--- src/rtl/led_trail_fader.sv ---
// rtl/led_trail_fader.sv - per-LED afterglow PWM fader between the sweep generator and the board LEDs
module led_trail_fader #(
    parameter int   CLK_IN_MHZ   = 125,
    parameter int   PWM_WIDTH    = 6,
    parameter int   DECAY_STEP   = 8,
    parameter int   DECAY_HZ     = 200,
    parameter logic IN_POLARITY  = 1'b0,
    parameter logic LED_POLARITY = 1'b0
) (
    input  logic       clk_i,
    input  logic       rst_i,
    input  logic [7:0] led_pattern_i,
    input  logic       fade_en_i,
    output logic [7:0] led_o
);

    localparam logic [PWM_WIDTH-1:0] MAX     = {PWM_WIDTH{1'b1}};
    localparam int                   DIV     = CLK_IN_MHZ * 1_000_000 / DECAY_HZ;
    localparam logic [7:0]           LED_OFF = {8{~LED_POLARITY}};

    // Decay step clipped to MAX: a step at or above full scale makes
    // "b > STEP" always false, so the channel drops straight to 0.
    localparam logic [PWM_WIDTH-1:0] STEP =
        (DECAY_STEP >= int'(MAX)) ? MAX : PWM_WIDTH'(DECAY_STEP);

    logic [7:0]           on;
    logic [7:0]           lit;
    logic                 decay_tick;
    logic [PWM_WIDTH-1:0] pwm_cnt;
    logic [PWM_WIDTH-1:0] bright [8];

    // Normalise the incoming pattern to active-high "LED requested on"
    assign on = IN_POLARITY ? led_pattern_i : ~led_pattern_i;

`ifdef SIM
    assign decay_tick = 1'b1;
`else
    generate
        if (DIV <= 1) begin : g_no_prescale
            assign decay_tick = 1'b1;
        end else begin : g_prescale
            localparam int            CW   = $clog2(DIV);
            localparam logic [CW-1:0] LAST = CW'(DIV - 1);

            logic [CW-1:0] pre_cnt;

            assign decay_tick = (pre_cnt == LAST);

            // Decay prescaler: counts 0..DIV-1, wrapping on the tick cycle
            always_ff @(posedge clk_i or posedge rst_i) begin
                if (rst_i) begin
                    pre_cnt <= '0;
                end else if (decay_tick) begin
                    pre_cnt <= '0;
                end else begin
                    pre_cnt <= pre_cnt + CW'(1);
                end
            end
        end
    endgenerate
`endif

    // Brightness: requested LEDs snap to full scale (beating a decay tick),
    // dark LEDs lose STEP per tick and saturate at 0; runs in bypass too
    always_ff @(posedge clk_i or posedge rst_i) begin
        if (rst_i) begin
            for (int i = 0; i < 8; i++) begin
                bright[i] <= '0;
            end
        end else begin
            for (int i = 0; i < 8; i++) begin
                if (on[i]) begin
                    bright[i] <= MAX;
                end else if (decay_tick) begin
                    bright[i] <= (bright[i] > STEP) ? (bright[i] - STEP) : '0;
                end
            end
        end
    end

    // Shared free-running PWM ramp for all eight channels
    always_ff @(posedge clk_i or posedge rst_i) begin
        if (rst_i) begin
            pwm_cnt <= '0;
        end else begin
            pwm_cnt <= pwm_cnt + PWM_WIDTH'(1);
        end
    end

    // Per-channel lit decision: full scale is forced to 100% duty,
    // otherwise compare against the ramp; bypass follows the pattern
    always_comb begin
        lit = '0;
        for (int i = 0; i < 8; i++) begin
            if (fade_en_i) begin
                lit[i] = (bright[i] == MAX) || (pwm_cnt < bright[i]);
            end else begin
                lit[i] = on[i];
            end
        end
    end

    // Registered LED drive in the board's polarity
    always_ff @(posedge clk_i or posedge rst_i) begin
        if (rst_i) begin
            led_o <= LED_OFF;
        end else begin
            led_o <= LED_POLARITY ? lit : ~lit;
        end
    end

endmodule

--- config.mk ---
export PLATFORM = sky130hd
export DESIGN_NAME = led_trail_fader
export DESIGN_NICKNAME = d
export VERILOG_FILES = /design/src/rtl/led_trail_fader.sv
export SDC_FILE = /design/constraint.sdc
export NUM_CORES = 1
export LEC_CHECK = 0
export ABC_AREA = 1
export CORE_MARGIN = 3
export CORE_UTILIZATION = 25
export DETAILED_ROUTE_END_ITERATION = 7
export HOLD_SLACK_MARGIN = 0.08
export SLEW_MARGIN = 20
export SYNTH_ARGS = -nofsm -noshare
export SYNTH_HDL_FRONTEND = slang
export SYNTH_SLANG_ARGS = --single-unit
export TNS_END_PERCENT = 50
--- constraint.sdc ---
create_clock -name clk_i -period 2.1 [get_ports clk_i]
set_clock_uncertainty 0.15 [all_clocks]
set_input_delay 0.315 -clock clk_i [delete_from_list [all_inputs] [get_ports clk_i]]
set_output_delay 0.315 -clock clk_i [all_outputs]
set_load 0.05 [all_outputs]
==> results of run 1 <==
-- cells by family after synthesis --
group / count (synthesis) / share of synthesized area [%]
buf+inv: 75 / 6.48
xor+xnor: 17 / 3.25
fa+ha+maj: 50 / 13.7
simple gates: 329 / 33.0
flops: 66 / 36.3
compound gates: 56 / 7.30
-- stage by stage --
stage,area (um2),util [%]
3_3_place_gp,5090,28.9
6_report,5390,30.6
2_1_floorplan,4580,-
5_1_grt,5390,30.6
4_1_cts,5390,30.6
3_5_place_dp,5090,28.9
-- registers in the layout, indices dropped and copies added, names as in the netlist --
| signal | count |
|---|---|
| bright | 32 |
| led_o | 8 |
| pwm_cnt | 6 |
| g_prescale.pre_cnt | 20 |
-- worst max-delay path by stage --
| stage | end | cells after the start | from | slack (ps) |
|---|---|---|---|---|
| after floorplan | g_prescale.pre_cnt[15]$_DFF_PP0_ | 9 | g_prescale.pre_cnt[0]$_DFF_PP0_ | 510 |
| after global placement | g_prescale.pre_cnt[11]$_DFF_PP0_ | 7 | g_prescale.pre_cnt[0]$_DFF_PP0_ | 290 |
| after detailed placement | bright[29]$_DFFE_PP0P_ | 9 | g_prescale.pre_cnt[0]$_DFF_PP0_ | 260 |
| after CTS | bright[29]$_DFFE_PP0P_ | 9 | g_prescale.pre_cnt[0]$_DFF_PP0_ | 240 |
| after global routing | bright[29]$_DFFE_PP0P_ | 9 | g_prescale.pre_cnt[0]$_DFF_PP0_ | 60 |
| final | bright[29]$_DFFE_PP0P_ | 9 | g_prescale.pre_cnt[0]$_DFF_PP0_ | 260 |
-- synthesized netlist by cell type (all sizes together) --
cell	number	area share [%]
nand3b	3	0.49
o21bai	5	0.82
a21oi	17	1.9
nand2	179	15
buf	2	0.49
inv	71	5.8
nor3	11	1.4
a41oi	3	0.57
nand4	2	0.41
dfstp	8	4.6
and3	1	0.14
a21boi	8	1.3
nand3	58	8.2
ha	50	14
clkinv	1	0.082
o21ai	19	2.1
xor2	13	2.5
nor2	75	7.4
dfrtp	58	32
clkbuf	1	0.082
xnor2	4	0.77
o211ai	4	0.66
-- area by class of cell --
cell class / instances / area, um2 / area share [%]
tap: 225 / 282 / 5.22
sequential: 66 / 1660 / 30.8
timing repair buffer: 26 / 258 / 4.78
inverter: 72 / 274 / 5.08
clock buffer: 14 / 264 / 4.90
clock inverter: 2 / 35.0 / 0.650
multi-input combinational: 452 / 2620 / 48.5
-- per-layer routing --
layer	routed length, um	up-vias
li1	-	1990
met1	5160	1781
met2	4680	72
met3	397	20
met4	264	0
met5	0	-
-- where the power goes --
group	leakage, nW	internal, mW	switching (mW)	total [mW]
Clock	0.147	0.984	0.549	1.53
Combinational	2.05	0.106	0.182	0.288
Sequential	0.718	1.31	0.0231	1.33
==> flow_summary.ini, run 1 <==
[outcome]
status = completed

[cells_and_area]
diodes = 0
syn_to_final_growth_pct = 17.8
final_common_cell = nand2_1
layout_common_cells = nand2_1, inv_1, nor2_1
fill_cells = 1855
layout.nets = 688
fin_cells = 857
drive_above_1_share_pct = 10.9

[drt]
num_vias = 3863
routed_via_density = 4.51
finalWirelength_mm = 10.5
first_iter_violations = 260
antenna_left = 0
drc = 0
first_pass_iters = 4
wl_per_cell_um = 12.3

[grt]
first_global_vias = 3727
antenna_found_initial = 0
grtUsageTotal_pct = 11.2
use_met2_pct = 17.9
grt_max_degree = 21
busiest_layer = met2
use_met3_pct = 1.99
use_met1_pct = 14.9
gr-total-overflow = 0
grt_pass1_wl_mm = 18.1

[timing]
relSlewSlack_pct = 57.1
fin_crit_ps = 1840
setup_slack_ps = 264
setup_violations = 0
timing.hold.ws_ps = 214
hold_viol = 0
worst_pin_slew_ps = 642
fmax_mhz = 545
rsz0062_at_grt = false
finalCritPeriodShare_pct = 87.5
tns_ps = 0
report.final.slew_viol_count = 0

[worst_setup_path]
startpoint_type = flip-flop
path_common_cell = nand2_1
crit_fanout = 19
r2r-end = bright[29]$_DFFE_PP0P_
required_ps = 2220
crit_type = reg -> reg
crit_buf_inv = 1
cpPeakStageDelay_ps = 410
arrival_ps = 1960
cpLargestDelayFamily = simple AND/OR/NAND/NOR gates
rr_worst_depth = 9
r2r_slack_ps = 260
timing.rr.start = g_prescale.pre_cnt[0]$_DFF_PP0_
worst_setup_path_end_kind = flip-flop
worstPathCellList = ha_1 > nand2_2 > nor2_2 > inv_1 > nor2_2 > nand3_4 > nand2_1 > nand2_1 > nand2_1
critical-path-slowest-cell = dfrtp_1

[synthesis]
ys_warn_count = 0
avgSynthCellArea_um2 = 7.71
synth_seq_cells = 66
syn_nets = 654
syn_area_mm2 = 0.00457
yosys.cell_types.count = 30
seq_area_frac_synth_pct = 36.3
synth_cells = 593

[cts]
cts_setup_buffers = 0
root_buffer = clkbuf_16
cts_resized = 0
clk_pin_slew_ps = 60
h-tree-depth = 3
cts_buffers = 9
ctsHoldBuffers = 0
clk_latency_ps = 330
cts_tree = done
clk_path_buf_depth = 2
cts_sinks = 66

[floorplan]
initial_utilization_pct = 26.0
core_mm2 = 0.0176
die_w_um = 141
die_y_um = 141
dieArea_mm2 = 0.0200
rows = 48
io_pins = 19

[placed_design]
place_congestion = 0.872
port_buffers = 18
place_hpwl_mm = 7.68
placed_cells = 841
pre_cts_ws_ps = 262

[flow_run]
max-cap-violations = 0

[pwr]
power.density_mw_per_mm2 = 585
p_leak_nw = 2.92
p_total_mw = 3.15
ir_drop_v = 0.000284

[hold_path]
hold_class = in -> async
Note: power is estimated with default switching activity, not from simulation.
==> run 2, diff against run 1 <==
clock period = 2.2 ns   (was 2.1 ns; I/O delays follow)
==> run 2 against run 1 <==
  * Setup slack worse by 210 ps
  * Critical path depth decreased by 8
  * Cell area down 1.5%
  * Power is 11% lower
  * Largest cell class unchanged
==> flow_summary.ini, run 2 (synthesized netlist as in run 1, its figures left out) <==
[drt]
first_pass_iters = 4
antenna_left = 0
routed_via_density = 4.48
drc = 0
finalWirelength_mm = 10.6
wl_per_cell_um = 12.4
first_iter_violations = 224
num_vias = 3812

[worst_setup_path]
critical-path-slowest-cell = clkdlybuf4s50_1
startpoint_type = flip-flop
worst_setup_path_end_kind = output pin
crit_buf_inv = 1
worstPathCellList = clkdlybuf4s50_1
crit_fanout = 1
cpPeakStageDelay_ps = 800
required_ps = 1720
arrival_ps = 1670
cpLargestDelayFamily = buffers and inverters
crit_type = reg -> out

[floorplan]
io_pins = 19
dieArea_mm2 = 0.0200
die_w_um = 141
initial_utilization_pct = 26.0
die_y_um = 141
core_mm2 = 0.0176
rows = 48

[timing]
setup_slack_ps = 54.1
setup_violations = 0
rsz0062_at_grt = false
report.final.slew_viol_count = 0
fmax_mhz = 466
fin_crit_ps = 2150
relSlewSlack_pct = 58.9
hold_viol = 0
tns_ps = 0
finalCritPeriodShare_pct = 97.5
worst_pin_slew_ps = 616

[cts]
clk_path_buf_depth = 2
cts_setup_buffers = 0
clk_latency_ps = 330
cts_resized = 0
root_buffer = clkbuf_16
cts_sinks = 66
h-tree-depth = 3
clk_pin_slew_ps = 60
cts_tree = done
ctsHoldBuffers = 0
cts_buffers = 9

[grt]
gr-total-overflow = 0
grt_pass1_wl_mm = 18.1
first_global_vias = 3600
antenna_found_initial = 0
grtUsageTotal_pct = 11.3
grt_max_degree = 30

[cells_and_area]
top_register = bright
diodes = 0
reg.largest.list = bright (32), g_prescale.pre_cnt (20), led_o (8)
drive_above_1_share_pct = 9.11
design_area_mm2 = 0.00531
fill_cells = 1880
layout_common_cells = nand2_1, inv_1, nor2_1
syn_to_final_growth_pct = 16.0
largest_reg_flops = 32
final_common_cell = nand2_1
layout.nets = 683
finish.utilization_pct = 30.2

[hold_path]
hold_class = in -> async

[pwr]
ir_drop_v = 0.000309
p_leak_nw = 2.86
power.density_mw_per_mm2 = 529

[flow_run]
max-cap-violations = 0

[placed_design]
pre_cts_ws_ps = 307
place_congestion = 0.829
port_buffers = 18
place_hpwl_mm = 7.65
place_area_mm2 = 0.00505

[outcome]
status = completed
-- run 2: changes by cell type in the layout (fill, tap and decap cells not counted), sizes merged, moves of 3 or more --
cell / delta
clkinv: +3
clkbuf: -3
buf: -12
clkdlybuf4s50: +7
-- run 2: final timing paths --
kind,cells past startpoint,endpoint,from,slack (ps)
setup / recovery,1,led_o[0],led_o[0]$_DFF_PP1_,50
setup reg to reg,8,g_prescale.pre_cnt[1]$_DFF_PP0_,g_prescale.pre_cnt[0]$_DFF_PP0_,310
hold / removal,2,g_prescale.pre_cnt[14]$_DFF_PP0_,rst_i,180
max in group asynchronous,3,led_o[4]$_DFF_PP1_,rst_i,1150
hold reg to reg,2,bright[4]$_DFFE_PP0P_,bright[4]$_DFFE_PP0P_,330
min in group clk_i,2,bright[4]$_DFFE_PP0P_,bright[4]$_DFFE_PP0P_,330
-- run 2: area by class of cell --
type | count | area (um2) | share of cell area (%)
flip-flops and latches | 66 | 1660 | 31.3
inverters | 72 | 270 | 5.09
clock inverters | 4 | 20.0 | 0.377
repair buffers | 21 | 225 | 4.24
multi-input cells | 452 | 2620 | 49.3
well taps | 225 | 282 | 5.30
clock buffers | 11 | 233 | 4.38
-- run 2: metrics by stage --
| step | std cells | hold WS [ps] | total power, mW |
|---|---|---|---|
| floorplan | 593 | 255 | 1.47 |
| global placement | 836 | 314 | 1.57 |
| detailed placement | 836 | 315 | 1.57 |
| CTS | 851 | 202 | 2.84 |
| global route | 851 | 257 | 2.94 |
| finish | 851 | 178 | 2.81 |
-- run 2: power breakdown --
group	switching, mW	internal, mW
registers	0.0251	1.25
clock network	0.511	0.748
logic	0.170	0.101
total	0.706	2.10
-- run 2: routing by layer --
layer | vias up | routed length (um) | part of all wire, % | track usage, %
met3 | 11 | 303 | 2.9 | 2.02
met2 | 49 | 4940 | 47 | 18.8
met5 | - | 0 | 0 | 0
met1 | 1771 | 5140 | 49 | 14.8
li1 | 1981 | - | - | -
met4 | 0 | 164 | 1.6 | 4.08
==> run 3, diff against run 2 <==
CAP_MARGIN = 20   (was not set)
CORE_UTILIZATION = 45   (was 25)
clock period = 2.64 ns   (was 2.2 ns; I/O delays follow)
==> run 3 against run 2 <==
  * Global-route usage up 8.1 points
  * Count of clock-buffer cells in the layout unchanged
  * Clock power decreased by 39%
  * Sequential power shrank 17%
  * Critical path depth is the same
==> flow_summary.ini, run 3 (synthesized netlist as in run 1, its figures left out) <==
[grt]
first_global_vias = 3760
grtUsageTotal_pct = 19.4
grt_max_degree = 39
gr-total-overflow = 0
antenna_found_initial = 0
grt_pass1_wl_mm = 17.5

[placed_design]
place_area_mm2 = 0.00492
place_congestion = 0.832
pre_cts_ws_ps = 729
port_buffers = 18
place_hpwl_mm = 7.18

[cts]
cts_tree = done
root_buffer = clkbuf_8
cts_resized = 0
cts_sinks = 66
cts_buffers = 9
clk_path_buf_depth = 2
cts_setup_buffers = 0
h-tree-depth = 3
ctsHoldBuffers = 0
clk_latency_ps = 350
clk_pin_slew_ps = 80

[worst_setup_path]
worst_setup_path_end_kind = output pin
r2r-end = g_prescale.pre_cnt[11]$_DFF_PP0_
r2r_slack_ps = 740
timing.rr.start = g_prescale.pre_cnt[0]$_DFF_PP0_
worstPathCellList = clkdlybuf4s50_1
crit_fanout = 1
crit_type = reg -> out
startpoint_type = flip-flop
arrival_ps = 1660
worstSetupStartpoint = led_o[5]$_DFF_PP1_
cpPeakStageDelay_ps = 790
critical-path-slowest-cell = clkdlybuf4s50_1
endpoint = led_o[5]
cpLargestDelayFamily = buffers and inverters
crit_buf_inv = 1
rr_worst_depth = 7
worst-path-stages = 1
required_ps = 2090

[floorplan]
core_mm2 = 0.00982
die_w_um = 107
rows = 36
die_y_um = 107
initial_utilization_pct = 46.6
dieArea_mm2 = 0.0114
io_pins = 19

[drt]
finalWirelength_mm = 10.1
num_vias = 3765
antenna_left = 0
first_pass_iters = 5
drc = 0
routed_via_density = 4.96
first_iter_violations = 150
wl_per_cell_um = 13.3

[timing]
rsz0062_at_grt = false
relSlewSlack_pct = 60.6
timing.hold.ws_ps = 248
report.final.slew_viol_count = 0
fin_crit_ps = 2210
setup_slack_ps = 433
tns_ps = 0
setup_violations = 0
fmax_mhz = 453
worst_pin_slew_ps = 591
finalCritPeriodShare_pct = 83.6
hold_viol = 0

[cells_and_area]
top_register = bright
layout.nets = 682
final_common_cell = nand2_1
layout_common_cells = nand2_1, inv_1, nor2_1
largest_reg_flops = 32
multiInputGateArea_mm2 = 0.00262
design_area_mm2 = 0.00509
syn_to_final_growth_pct = 11.4
fill_cells = 950
seqCellArea_mm2 = 0.00166
reg.largest.list = bright (32), g_prescale.pre_cnt (20), led_o (8)
diodes = 0
drive_above_1_share_pct = 9.11

[outcome]
status = completed

[hold_path]
hold_class = in -> async

[pwr]
p_total_mw = 2.05
p_leak_nw = 2.81
power.density_mw_per_mm2 = 403
ir_drop_v = 0.000222

[flow_run]
max-cap-violations = 0
run 3: area by class of cell:
class	count	share of cell area (%)
Sequential cell	66	32.6
Multi-Input combinational cell	452	51.4
Tap cell	133	3.27
Clock inverter	5	0.590
Inverter	72	5.31
Timing Repair Buffer	20	4.08
Clock buffer	11	2.78
run 3: worst min path at each step:
| stage | from | to | slack [ps] | cells past startpoint |
|---|---|---|---|---|
| 6_report | rst_i | g_prescale.pre_cnt[4]$_DFF_PP0_ | 250 | 3 |
| 2_1_floorplan | bright[10]$_DFFE_PP0P_ | bright[10]$_DFFE_PP0P_ | 300 | 2 |
| 4_1_cts | rst_i | g_prescale.pre_cnt[3]$_DFF_PP0_ | 250 | 3 |
| 3_5_place_dp | bright[28]$_DFFE_PP0P_ | bright[28]$_DFFE_PP0P_ | 310 | 2 |
| 5_1_grt | rst_i | g_prescale.pre_cnt[3]$_DFF_PP0_ | 270 | 3 |
| 3_3_place_gp | bright[22]$_DFFE_PP0P_ | bright[22]$_DFFE_PP0P_ | 320 | 2 |
run 3: power breakdown:
part           switching [mW]  internal (mW)  total (mW)
logic                   0.142         0.0833       0.225
clock network           0.404          0.361       0.766
registers              0.0183           1.04        1.06
run 3: per-layer routing:
metal  vias up  track usage (%)  share of wire (%)
li1       1982                -                  -
met1      1730             25.1                 49
met2        43             32.3                 46
met3        10             3.67                3.2
met4         0             7.40                1.5
met5         -                0                  0
run 3: worst register-to-register path, stage by stage (launching register included):
cell and delay [ps]:
dfrtp_1 420, ha_1 250, nand2_2 110, nor2_2 110, inv_1 60, nor2_2 120
nand3_4 310, and3_1 270
run 3: per-stage QoR:
stage	util (%)	cells
6_report	51.9	759
2_1_floorplan	-	593
3_3_place_gp	50.1	743
5_1_grt	51.9	759
4_1_cts	51.9	759
3_5_place_dp	50.1	743
